$ cat config.mk
export PLATFORM = sky130hd
export DESIGN_NAME = fft_bf_sched
export DESIGN_NICKNAME = d
export VERILOG_FILES = /design/src/rtl/fft_bf_sched.sv
export SDC_FILE = /design/constraint.sdc
export NUM_CORES = 1
export LEC_CHECK = 0
export CORE_MARGIN = 8
export CORE_UTILIZATION = 50
export DETAILED_ROUTE_END_ITERATION = 8
export PLACE_DENSITY = 0.69
export SYNTH_ARGS = -nofsm -noshare
export SYNTH_HDL_FRONTEND = slang
export SYNTH_SLANG_ARGS = --single-unit
$ cat constraint.sdc
create_clock -name clk -period 5.4 [get_ports clk]
set_clock_uncertainty 0.05 [all_clocks]
set_input_delay 1.62 -clock clk [delete_from_list [all_inputs] [get_ports clk]]
set_output_delay 1.62 -clock clk [all_outputs]
set_load 0.1 [all_outputs]
$ cat src/rtl/fft_bf_sched.sv
// Butterfly sequencer for an in-place, memory-based radix-2 DIT FFT that
// shares one butterfly unit across all stages.
//
// Each RUN cycle issues one twiddle index (tw_k). The matching operand
// addresses are delayed TW_LAT cycles so that they leave on bf_* in the same
// cycle as the twiddle word. After every stage the sequencer idles for
// DRAIN_CYC cycles so the pipeline finishes writing before the next stage
// reads.
//
// Ports:
//   clk, rst_n   clock, asynchronous active-low reset
//   start        begin an FFT (sampled only while idle)
//   tw_k         twiddle index, tw_k_valid marks live indices
//   bf_valid     addr_a/addr_b/bf_stage/bf_last valid, aligned with twiddle
//   addr_a/b     upper/lower operand addresses
//   bf_stage     stage of the butterfly on bf_*
//   bf_last      final butterfly of the FFT
//   busy         FFT in progress
//   done         one-cycle completion pulse
//   cycle_cnt    busy-cycle counter (only with FFT_PERF_EN defined)
//
// Optional feature macro: FFT_PERF_EN
module fft_bf_sched #(
  parameter int unsigned N         = 8192,
  parameter int unsigned TW_LAT    = 2,
  parameter int unsigned DRAIN_CYC = 8
) (
  input  logic                        clk,
  input  logic                        rst_n,
  input  logic                        start,
  output logic [$clog2(N)-2:0]        tw_k,
  output logic                        tw_k_valid,
  output logic                        bf_valid,
  output logic [$clog2(N)-1:0]        addr_a,
  output logic [$clog2(N)-1:0]        addr_b,
  output logic [$clog2($clog2(N)):0]  bf_stage,
  output logic                        bf_last,
  output logic                        busy,
  output logic                        done
`ifdef FFT_PERF_EN
  ,
  output logic [31:0]                 cycle_cnt
`endif
);

  localparam int unsigned L  = $clog2(N);
  localparam int unsigned KW = L - 1;
  localparam int unsigned SW = $clog2(L) + 1;
  localparam int unsigned DW = (DRAIN_CYC > 1) ? $clog2(DRAIN_CYC) : 1;

  localparam logic [KW-1:0] J_LAST = KW'(N / 2 - 1);
  localparam logic [SW-1:0] S_LAST = SW'(L - 1);
  localparam logic [DW-1:0] D_LAST = DW'(DRAIN_CYC - 1);

  typedef enum logic [1:0] {
    ST_IDLE  = 2'd0,
    ST_RUN   = 2'd1,
    ST_DRAIN = 2'd2,
    ST_DONE  = 2'd3
  } state_t;

  // Upper operand address: group base (g<<(s+1)) plus position p in group.
  function automatic logic [L-1:0] calc_addr_a(input logic [SW-1:0] s,
                                                input logic [KW-1:0] j);
    logic [L-1:0] jl;
    logic [L-1:0] half;
    logic [L-1:0] p;
    logic [L-1:0] g;
    jl   = L'(j);
    half = L'(1) << s;
    p    = jl & (half - L'(1));
    g    = jl >> s;
    return (g << (32'(s) + 32'd1)) | p;
  endfunction

  // Twiddle index: position in group scaled to the N-point twiddle table.
  function automatic logic [KW-1:0] calc_tw_k(input logic [SW-1:0] s,
                                               input logic [KW-1:0] j);
    logic [L-1:0] p;
    p = L'(j) & ((L'(1) << s) - L'(1));
    return KW'(p << (KW - 32'(s)));
  endfunction

  state_t        state, state_n;
  logic [SW-1:0] s_q, s_n;
  logic [KW-1:0] j_q, j_n;
  logic [DW-1:0] d_q, d_n;

  logic [KW-1:0] tw_k_n;
  logic          tw_k_valid_n;
  logic          busy_n;
  logic          done_n;

  logic          in_v;
  logic [L-1:0]  in_a;
  logic [L-1:0]  in_b;
  logic [SW-1:0] in_st;
  logic          in_last;

  logic          pv  [TW_LAT];
  logic [L-1:0]  pa  [TW_LAT];
  logic [L-1:0]  pb  [TW_LAT];
  logic [SW-1:0] pst [TW_LAT];
  logic          pl  [TW_LAT];

  // State and loop-counter register.
  always_ff @(posedge clk or negedge rst_n) begin
    if (!rst_n) begin
      state <= ST_IDLE;
      s_q   <= '0;
      j_q   <= '0;
      d_q   <= '0;
    end else begin
      state <= state_n;
      s_q   <= s_n;
      j_q   <= j_n;
      d_q   <= d_n;
    end
  end

  // Next state and next loop counters.
  always_comb begin
    state_n = state;
    s_n     = s_q;
    j_n     = j_q;
    d_n     = d_q;
    unique case (state)
      ST_IDLE: begin
        if (start) begin
          state_n = ST_RUN;
          s_n     = '0;
          j_n     = '0;
        end
      end
      ST_RUN: begin
        if (j_q == J_LAST) begin
          state_n = ST_DRAIN;
          d_n     = '0;
        end else begin
          j_n = j_q + KW'(1);
        end
      end
      ST_DRAIN: begin
        if (d_q == D_LAST) begin
          if (s_q == S_LAST) begin
            state_n = ST_DONE;
          end else begin
            state_n = ST_RUN;
            s_n     = s_q + SW'(1);
            j_n     = '0;
          end
        end else begin
          d_n = d_q + DW'(1);
        end
      end
      ST_DONE: begin
        state_n = ST_IDLE;
      end
      default: begin
        state_n = ST_IDLE;
      end
    endcase
  end

  // Output decode. Twiddle outputs are computed from the next butterfly so
  // tw_k is live in the RUN cycle itself; addresses are taken from the
  // current butterfly and enter the delay line one cycle later.
  always_comb begin
    tw_k_valid_n = (state_n == ST_RUN);
    tw_k_n       = tw_k;
    if (tw_k_valid_n) begin
      tw_k_n = calc_tw_k(s_n, j_n);
    end
    busy_n  = (state_n == ST_RUN) || (state_n == ST_DRAIN);
    done_n  = (state_n == ST_DONE);

    in_v    = (state == ST_RUN);
    in_a    = calc_addr_a(s_q, j_q);
    in_b    = in_a + (L'(1) << s_q);
    in_st   = s_q;
    in_last = (s_q == S_LAST) && (j_q == J_LAST);
  end

  // Registered control outputs.
  always_ff @(posedge clk or negedge rst_n) begin
    if (!rst_n) begin
      tw_k       <= '0;
      tw_k_valid <= 1'b0;
      busy       <= 1'b0;
      done       <= 1'b0;
    end else begin
      tw_k       <= tw_k_n;
      tw_k_valid <= tw_k_valid_n;
      busy       <= busy_n;
      done       <= done_n;
    end
  end

  // Address delay line; payload only advances with a valid entry so the
  // outputs hold their last butterfly while bf_valid is low.
  always_ff @(posedge clk or negedge rst_n) begin
    if (!rst_n) begin
      for (int i = 0; i < TW_LAT; i++) begin
        pv[i]  <= 1'b0;
        pa[i]  <= '0;
        pb[i]  <= '0;
        pst[i] <= '0;
        pl[i]  <= 1'b0;
      end
    end else begin
      pv[0] <= in_v;
      if (in_v) begin
        pa[0]  <= in_a;
        pb[0]  <= in_b;
        pst[0] <= in_st;
        pl[0]  <= in_last;
      end
      for (int i = 1; i < TW_LAT; i++) begin
        pv[i] <= pv[i-1];
        if (pv[i-1]) begin
          pa[i]  <= pa[i-1];
          pb[i]  <= pb[i-1];
          pst[i] <= pst[i-1];
          pl[i]  <= pl[i-1];
        end
      end
    end
  end

  assign bf_valid = pv[TW_LAT-1];
  assign addr_a   = pa[TW_LAT-1];
  assign addr_b   = pb[TW_LAT-1];
  assign bf_stage = pst[TW_LAT-1];
  assign bf_last  = pl[TW_LAT-1];

`ifdef FFT_PERF_EN
  // Busy-cycle counter, cleared when an FFT is accepted.
  always_ff @(posedge clk or negedge rst_n) begin
    if (!rst_n) begin
      cycle_cnt <= '0;
    end else if ((state == ST_IDLE) && start) begin
      cycle_cnt <= '0;
    end else if (busy) begin
      cycle_cnt <= cycle_cnt + 32'd1;
    end
  end
`else
  // No performance counter in this build.
`endif

endmodule

==> results of run 1 <==
[worst reg2reg max path: cells and delay by family (launching register included)]
| family | cells | cell delay [ns] |
|---|---|---|
| compound gates | 9 | 2.29 |
| mux | 2 | 0.60 |
| xor+xnor | 1 | 0.08 |
| simple gates | 2 | 0.34 |
| fa+ha+maj | 1 | 0.38 |
| buf+inv | 1 | 0.36 |
| flops | 1 | 0.66 |
[cell usage in the layout, fill, tap and decap left out, types with 9 or more instances in the layout]
cell type	instances
and2_1	9
buf_4	35
clkdlybuf4s50_1	49
nor3_1	26
nand3_1	28
o31ai_1	13
nand2_1	69
a21oi_1	36
a211oi_1	10
o211ai_1	15
xnor2_1	21
mux2i_1	13
nor2_1	48
o21ai_0	36
mux2_2	62
a31oi_1	12
ha_1	35
dfrtp_1	103
or3_1	9
clkbuf_16	9
inv_1	29
[state kept, by name, indices dropped and copies added, names as in the netlist]
register,count
bf_valid,1
pv,1
pb,13
bf_last,1
pst,5
pl,1
tw_k_valid,1
in_st,5
state,2
done,1
tw_k,12
bf_stage,5
addr_a,13
d_q,3
busy,1
j_q,12
pa,13
addr_b,13
[routing by layer]
metal | up-vias | GRT usage (%)
met5 | - | 0
met3 | 48 | 3.38
met1 | 3351 | 30.3
met2 | 308 | 39.2
li1 | 3145 | -
met4 | 0 | 10.4
[final timing paths]
check | end | startpoint
min in group asynchronous | d_q[1] | rst_n
worst max-delay path | tw_k[10] | start
worst min register to register | tw_k[6] | tw_k[6]
worst max register to register | pb[23] | in_st[0]
worst min-delay path | tw_k[6] | tw_k[6]
max in group asynchronous | bf_valid | rst_n
[per-stage QoR]
step,util (%),total power [W],std cells,setup WS [ns]
after floorplan,-,0.00289,851,0.0799
after global placement,54.5,0.00334,1055,0.226
after detailed placement,54.5,0.00337,1055,0.131
after CTS,56.4,0.00404,1071,0.518
after global routing,56.4,0.00423,1071,0.0576
final,56.4,0.00402,1071,0.502
[layout make-up]
type                            instances  share of cell area [%]
Clock buffer                           10                    2.78
Clock inverter                          6                   0.581
Inverter                               35                    1.53
Multi-Input combinational cell        622                    53.4
Sequential cell                       103                    29.9
Tap cell                              211                    3.07
Timing Repair Buffer                   84                    8.75
[Yosys cell counts, types with 8 or more instances]
library cell / count
nand2_1: 69
mux2_2: 62
a31oi_1: 13
inv_1: 29
a211oi_1: 10
dfrtp_1: 103
mux2i_1: 13
or3_1: 9
nor2_1: 48
mux4_2: 8
nor3_1: 26
a22o_1: 8
o22ai_1: 8
o211ai_1: 15
buf_4: 34
nand3_1: 28
o21ai_0: 36
a21oi_1: 36
buf_2: 9
and2_1: 9
nand4_1: 8
and3_1: 8
xnor2_1: 21
clkbuf_1: 38
o31ai_1: 13
ha_1: 35
[power groups by stage]
stage	Clock, W	Sequential, W	Combinational (W)
after global routing	0.000692	0.00112	0.00242
after detailed placement	0	0.00110	0.00227
after global placement	0	0.00109	0.00225
final	0.000659	0.00109	0.00228
after floorplan	0	0.00113	0.00176
after CTS	0.000671	0.00109	0.00228
[kinds of logic after synthesis]
logic type / after synthesis / share of synthesized area [%]
compound gates: 226 / 20.5
xor+xnor: 24 / 2.69
fa+ha+maj: 36 / 5.87
buf+inv: 126 / 8.22
flops: 103 / 33.0
mux: 84 / 13.1
simple gates: 252 / 16.6
==> metrics, run 1 <==
outcome=completed; Post-DP HPWL=18,000 um; Setup Fix Bufs, Post-CTS=0; Post-synth ARST share=100%; fin nets=a little under 900; Data arrival, critical path=~5 ns; post-synth top area cell=dfrtp_1; Pwr Density=~470 nW/um2; Reg area=approximately 2600 um2; post-route ant nets=0; post-layout min period=about 5 ns; Psw=between 0.0015 and 0.002 W; count of pins over their slew limit=0; routed vias=between 6,000 and 7,000; first-pass GRT wire length=37,400 um; hold_ws=approximately 0.44 ns; 1st-iter DRT viols=~940; dominant synthesized flop cell=dfrtp_1; CP max FO=7; share of cells above drive strength 1=about 17%; Synthesized Nets=between 800 and 900; WL met2=11,200 um; CTS root buf=clkbuf_16; distinct cell type count after synthesis=between 80 and 90; # hold bufs at CTS=0; total grt overflow=0; Slew @ Worst Pin=about 1 ns; Clock Latency Late Sink=between 0.3 and 0.4 ns; setup TNS=0 ns; core outline area=roughly 15,000 um2; crit end category=flop; sequential share of the synthesized area=about a third; crit-path cells=clkdlybuf4s50_1 > nor2b_1 > nor2_1 > nand2_1 > a2bb2oi_1 > ha_1 > ha_1 > nand2_1 > ha_1 > buf_4 > nand2b_1 > o31a_1 > o221ai_1 > nand3_1 > a21oi_2 > a2111oi_2 > o221ai_1; sw frac=approximately 50%; Worst-path clk slew=roughly 0.08 ns; CP required=5.58 ns; LEAKAGE=3.71 nW; port bufs=50; clock share of power=16.4%; Comb pwr share=between 50% and 60%; H-tree Lvls=3; CTS tree=built; row count=45; Area Growth Syn to Fin=10.3%; critical path class=input port to flop; cell depth of the worst setup path=17; Buf/Inv on CP=2; Resize count post-CTS=0; Tot GR Track Use=between 20% and 30%; Post-synth EDFFs=0; Fillers=1,350; antenna violations before repair=0; Post-Route WL=between 20,000 and 25,000 um; DRT met1 WL=around 10,000 um; Hold Path Class=flop to flop; Starting Density=51.2%; synthesized area=just under 8000 um2; most used cell, CP=ha_1; TritonCTS buffer count=9; worst vdd ir=between 0.0002 and 0.0003 V; Tcrit/Tclk final=90.7%; R2R setup slack=approximately 0.51 ns; Worst R2R Path Depth=16; unrepaired setup endpoints after global routing=no; critical path's slowest cell=clkdlybuf4s50_1; DR top layer=met4; Cell Area, Placed=8320 um2; share of the synthesized area in the top cell type=between 30% and 40%; Int Pwr=0.00203 W; Final Wtd Congestion=0.978; Remaining DRCs=0; #FFs+latches synth=just over 100; vias in the first global route=6,683; number of synthesis warnings=0; clock sinks=approximately 100; Bufs on Longest Clock Path=2; TritonRoute pass-1 iters=6; Mapped Cells=851; # setup viols final=0; die outline width=141 um; Worst slew margin=a little under a third; Antenna Cells=0; Wirelength per Cell=21.8 um; Max-Cap Viols=0; pin count of the biggest net entering global routing=47; CP peak stage delay=slightly below 0.5 ns; vias per cell=about 6.4; final hold violation count=0; post-route cell area=about 8600 um2; die height=roughly 140 um; met3 WL=between 1000 and 1500 um; largest cells by area after synthesis=dfrtp_1 33%, mux2_2 8.9%, ha_1 5.6%; sequential power share=a little over a quarter; Avg Cell Area, Syn=around 9.2 um2; die area=a little under 20,000 um2; Worst Hold Path Cells=1; startpoint types=input port; I/O pins=between 50 and 60; kind of cell adding the most delay to the critical path=compound AO/OA/AOI/OAI gates; fmax=204 MHz; area of the multi-input gates=roughly 4600 um2
No activity file was read; power rests on OpenSTA's default activity.
==> run 2, diff against run 1 <==
CORE_MARGIN = default   (was 8)
==> run 2 against run 1 <==
  * First-iteration DRC count decreased by 35%
  * Register-to-register slack worse by 0.07 ns
  * Via count decreased by 0.48%
  * Critical path depth shrank 1
  * Total power increased by 1.1%
  * Critical endpoint is now tw_k[9]
  * Die area down 19%
  * Clock-buffer cell count stayed put
  * Sequential share of layout area up 0.096 points
  * Sequential power about the same
  * Global-route usage up 6.1 points
==> metrics, run 2 (synthesis results as in run 1) <==
R2R setup slack=0.44 ns (-0.07 ns); CTS root buf=clkbuf_16; total grt overflow=0 (unchanged); worst vdd ir=0.000354 V (+29%); sequential power share=26.9% (about the same); sw frac=49.2% (-0.46 points); Hold Path Class=flop to flop; Wirelength per Cell=22.0 um (+0.71%); most frequent cells in the layout=103 x dfrtp_1, 69 x nand2_1, 62 x mux2_2; Psw=0.00200 W (+0.13%); Worst-path clk slew=0.07 ns (about the same); Data arrival, critical path=5.16 ns (+0.08 ns); Worst slew margin=32.8% (+1.0 points); Max-Cap Viols=0 (unchanged); setup TNS=0 ns (unchanged); crit end category=flop; port bufs=50 (unchanged); count of pins over their slew limit=0 (unchanged); Finished Layout Cells=1,043 (-2.6%); Post-DP HPWL=17,300 um (-3.9%); Pwr Density=474 nW/um2 (+1.4%); vias in the first global route=6,650 (-0.49%); share of cells above drive strength 1=16.6% (-0.48 points); row count=45 (unchanged); Starting Density=51.3% (+0.19 points); TritonCTS buffer count=9 (unchanged); post-layout min period=4.97 ns (+0.0726 ns); routed vias=6,819 (-0.48%); Resize count post-CTS=0 (unchanged); Comb pwr share=55.9% (-0.7 points); PnR worst setup slack=0.429 ns (-0.0726 ns); unrepaired setup endpoints after global routing=no; placed cell count=1,027 (-2.7%); startpoint types=input port; Area Growth Syn to Fin=9.92%; # setup viols final=0 (unchanged); final core utilization=56.4% (about the same); clock share of power=17.2% (+0.8 points); Tcrit/Tclk final=92.1% (+1.3 points); die area=16,100 um2 (-19%); CP required=5.59 ns (about the same); vias per cell=6.54 (+2.2%); fin nets=889 (-0.56%); H-tree Lvls=3 (unchanged); Int Pwr=0.00207 W (+2.0%); Fillers=1,361 (+0.81%); die outline width=127 um (-9.9%); critical path class=input port to flop; Setup Fix Bufs, Post-CTS=0 (unchanged); clock sinks=103 (unchanged); fmax=201 MHz (-1.5%); Antenna Cells=0 (unchanged); Post-Route WL=22,900 um (-1.9%); LEAKAGE=3.70 nW (-0.17%); post-route ant nets=0 (unchanged); Tot GR Track Use=29.8% (+6.1 points); Remaining DRCs=0 (unchanged); Place WS=0.130 ns (-0.00146 ns); Slew @ Worst Pin=1.01 ns (-0.0152 ns); die height=127 um (-9.9%); most common cell after layout, fill and taps aside=dfrtp_1; TritonRoute pass-1 iters=7 (+1); Final Wtd Congestion=0.955 (-2.4%); outcome=completed; pin count of the biggest net entering global routing=72 (+53%); final hold violation count=0 (unchanged); antenna violations before repair=0 (unchanged); CP max FO=6 (-1); Bufs on Longest Clock Path=2 (unchanged); core outline area=15,200 um2 (-0.37%); CTS tree=built; 1st-iter DRT viols=610 (-35%); first-pass GRT wire length=37,000 um (-1.1%); I/O pins=51 (unchanged); Clock Latency Late Sink=0.36 ns (about the same); # hold bufs at CTS=0 (unchanged)
run 2: cell count changes in the layout (fill, tap and decap cells not counted):
cell / before / now
buf_12: 0 / 1
clkinvlp_4: 1 / 0
bufinv_16: 0 / 1
inv_6: 3 / 1
clkinv_4: 0 / 3
clkinv_2: 1 / 0
buf_4: 35 / 29
run 2: through the flow:
| step | area, um2 | hold slack [ns] | power, W |
|---|---|---|---|
| floorplan | 7810 | 0.302 | 0.00289 |
| global placement | 8260 | 0.425 | 0.00334 |
| detailed placement | 8260 | 0.430 | 0.00337 |
| CTS | 8580 | 0.451 | 0.00408 |
| global route | 8580 | 0.454 | 0.00428 |
| finish | 8580 | 0.445 | 0.00407 |
run 2: worst max-delay path: stages:
cell and delay [ns]:
clkdlybuf4s50_1 0.54, nor2b_1 0.09, nor2_1 0.24, nand2_1 0.11
a2bb2oi_1 0.31, ha_1 0.28, ha_1 0.21, nand2_1 0.08
ha_1 0.20, inv_1 0.15, nor4_1 0.09, a22o_1 0.27
o21ai_0 0.34, o31a_1 0.19, o31ai_1 0.08, a311o_1 0.37
run 2: metal layers:
layer	up-vias	global-route usage, %	part of all wire (%)	routed length (um)
met5	-	0	0	0
met4	0	14.9	4.4	1010
met3	71	3.80	5.7	1310
met2	296	50.8	49	11100
met1	3312	37.2	41	9450
li1	3140	-	-	-
run 2: path summary, 6_finish.rpt:
kind,start,depth (start not counted),endpoint
setup / recovery,start,16,tw_k[9]
hold / removal,tw_k[1],1,tw_k[1]
setup reg to reg,in_st[0],17,tw_k[9]
hold reg to reg,tw_k[1],1,tw_k[1]
max in group asynchronous,rst_n,2,pa[18]
min in group asynchronous,rst_n,1,pa[13]
run 2: power groups by stage:
stage               sequential (W)  clock (W)  combinational [W]
floorplan                  0.00113          0            0.00176
global placement           0.00110          0            0.00224
detailed placement         0.00111          0            0.00226
CTS                        0.00109   0.000717            0.00227
global route               0.00112   0.000738            0.00242
finish                     0.00110   0.000698            0.00227
run 2: layout make-up:
type                            instances  area [um2]  area share, %
Clock inverter                          6        76.3          0.890
Clock buffer                           10         239           2.79
Inverter                               35         131           1.53
Sequential cell                       103        2580           30.0
Timing Repair Buffer                   79         728           8.49
Tap cell                              188         235           2.74
Multi-Input combinational cell        622        4590           53.5
==> run 3, diff against run 2 <==
ABC_CLOCK_PERIOD_IN_PS = 6000   (was default)
clock period = 6 ns   (was 5.4 ns; I/O delays follow)
==> run 3 against run 2 <==
  * Non-clock buffer count fell by 7
  * Die area did not move
  * Combinational power fell by 9.7%
  * Register-to-register slack improved by 0.50 ns
  * Worst setup slack got worse by 0.082 ns
  * Sequential share of layout area rose by 0.17 points
  * Global-route usage rose by 0.68 points
  * Highest routed layer unchanged
==> metrics, run 3 (synthesis results as in run 1) <==
die height=127 um (unchanged); Data arrival, critical path=5.84 ns (+0.68 ns); Cell Area, Placed=8200 um2 (-0.83%); Hold Path Class=flop to flop; Pwr Density=434 nW/um2 (-8.5%); critical path class=input port to flop; Worst R2R Path Depth=18 (+1); antenna violations before repair=0 (unchanged); startpoint types=input port; worst vdd ir=0.000262 V (-26%); Starting Density=51.3% (unchanged); vias in the first global route=6,698 (+0.72%); 1st-iter DRT viols=619 (+1.5%); Wirelength per Cell=22.8 um (+3.6%); Bufs on Longest Clock Path=2 (unchanged); count of pins over their slew limit=0 (unchanged); Antenna Cells=0 (unchanged); Tcrit/Tclk final=a little over nine tenths; CTS tree=built; Area Growth Syn to Fin=9.31%; Slew @ Worst Pin=1.00 ns (-0.00137 ns); total grt overflow=0 (unchanged); post-route ant nets=0 (unchanged); fmax=~180 MHz; TritonCTS buffer count=9 (unchanged); port bufs=50 (unchanged); Fillers=1,368 (+0.51%); most common cell after layout, fill and taps aside=dfrtp_1; final hold violation count=0 (unchanged); die area=16,100 um2 (unchanged); crit end category=flop; Remaining DRCs=0 (unchanged); die outline width=127 um (unchanged); area of the multi-input gates=4590 um2 (about the same); Worst Hold Launch=tw_k[4]; I/O pins=51 (unchanged); Max-Cap Viols=0 (unchanged); vias per cell=6.69 (+2.3%); Resize count post-CTS=0 (unchanged); Tot GR Track Use=30.5% (+0.68 points); CTS root buf=clkbuf_16; setup TNS=0 ns (unchanged); row count=45 (unchanged); # hold bufs at CTS=0 (unchanged); Reg-to-Reg End=tw_k[9]; reg2reg start=in_st[1]; outcome=completed; fin nets=882 (-0.79%); pin count of the biggest net entering global routing=74 (+2.8%); CP required=6.19 ns (+0.60 ns); Worst-path clk slew=0.07 ns (about the same); H-tree Lvls=3 (unchanged); R2R setup slack=0.94 ns (+0.50 ns); TritonRoute pass-1 iters=5 (-2); Worst Hold Path Cells=1 (unchanged); first-pass GRT wire length=37,600 um (+1.5%); DR top layer=met4; WL met2=11,200 um (+0.19%); post-route cell area=8530 um2 (-0.55%); share of cells above drive strength 1=15.7% (-0.91 points); CP max FO=17 (+11); post-layout min period=roughly 5.7 ns; Post-Route WL=23,600 um (+2.8%); WHS Endpoint=tw_k[4]; Final Wtd Congestion=0.919 (-3.7%); Setup Fix Bufs, Post-CTS=0 (unchanged); # setup viols final=0 (unchanged); Reg area=2580 um2 (unchanged); Clock Latency Late Sink=0.35 ns (about the same); met3 WL=1320 um (+0.46%); unrepaired setup endpoints after global routing=no; Worst slew margin=32.9% (+0.092 points); Post-DP HPWL=17,600 um (+1.8%); DRT met1 WL=10,100 um (+6.8%); most frequent cells in the layout=103 x dfrtp_1, 69 x nand2_1, 62 x mux2_2; clock sinks=103 (unchanged); LEAKAGE=3.67 nW (-0.84%); routed vias=6,921 (+1.5%); core outline area=15,200 um2 (unchanged)
## run 3: how the worst max path moves through the flow
| stage | end | slack (ns) | cells past startpoint | startpoint |
|---|---|---|---|---|
| 2_1_floorplan | tw_k[9] | 0.41 | 18 | start |
| 3_3_place_gp | tw_k[9] | 0.04 | 17 | start |
| 3_5_place_dp | tw_k[9] | 0.06 | 17 | start |
| 4_1_cts | tw_k[9] | 0.43 | 17 | start |
| 5_1_grt | tw_k[9] | 0.17 | 17 | start |
| 6_report | tw_k[9] | 0.35 | 17 | start |
## run 3: critical path: stages
cell and delay (ns):
clkdlybuf4s50_1 0.57, nor2b_1 0.10, nor2_1 0.31, a31oi_1 0.18, buf_4 0.25, ha_1 0.21, and3_2 0.19, nand2_1 0.07
ha_1 0.18, inv_1 0.11, or3_1 0.34, xnor2_1 0.13, and3_1 0.17, o21ai_0 0.57, o211ai_1 0.16, o2111a_1 0.19
a311o_1 0.32
## run 3: per-stage QoR
stage | cells | power [W] | hold slack [ns] | setup slack (ns) | util, %
6_report | 1035 | 0.00370 | 0.443 | 0.347 | 56.1
3_3_place_gp | 1020 | 0.00299 | 0.429 | 0.0412 | 53.9
3_5_place_dp | 1020 | 0.00302 | 0.422 | 0.0630 | 53.9
5_1_grt | 1035 | 0.00388 | 0.469 | 0.171 | 56.1
2_1_floorplan | 851 | 0.00260 | 0.302 | 0.409 | -
4_1_cts | 1035 | 0.00370 | 0.446 | 0.432 | 56.1
## run 3: layer usage
layer	GRT usage [%]	vias up
met4	16.2	0
li1	-	3118
met3	4.22	82
met5	0	-
met1	39.3	3405
met2	49.7	316
## run 3: final cells by class
class	instances	share of cell area [%]
sequential	103	30.2
timing repair buffer	72	7.77
clock buffer	10	2.68
multi-input combinational	622	53.8
inverter	35	1.54
clock inverter	5	1.26
tap	188	2.76
## run 3: power breakdown
| part | internal, W | total (W) | switching [W] |
|---|---|---|---|
| registers | 0.000860 | 0.000974 | 0.000114 |
| clock network | 0.000407 | 0.000676 | 0.000268 |
| logic | 0.000653 | 0.00205 | 0.00140 |
| total | 0.00192 | 0.00370 | 0.00178 |
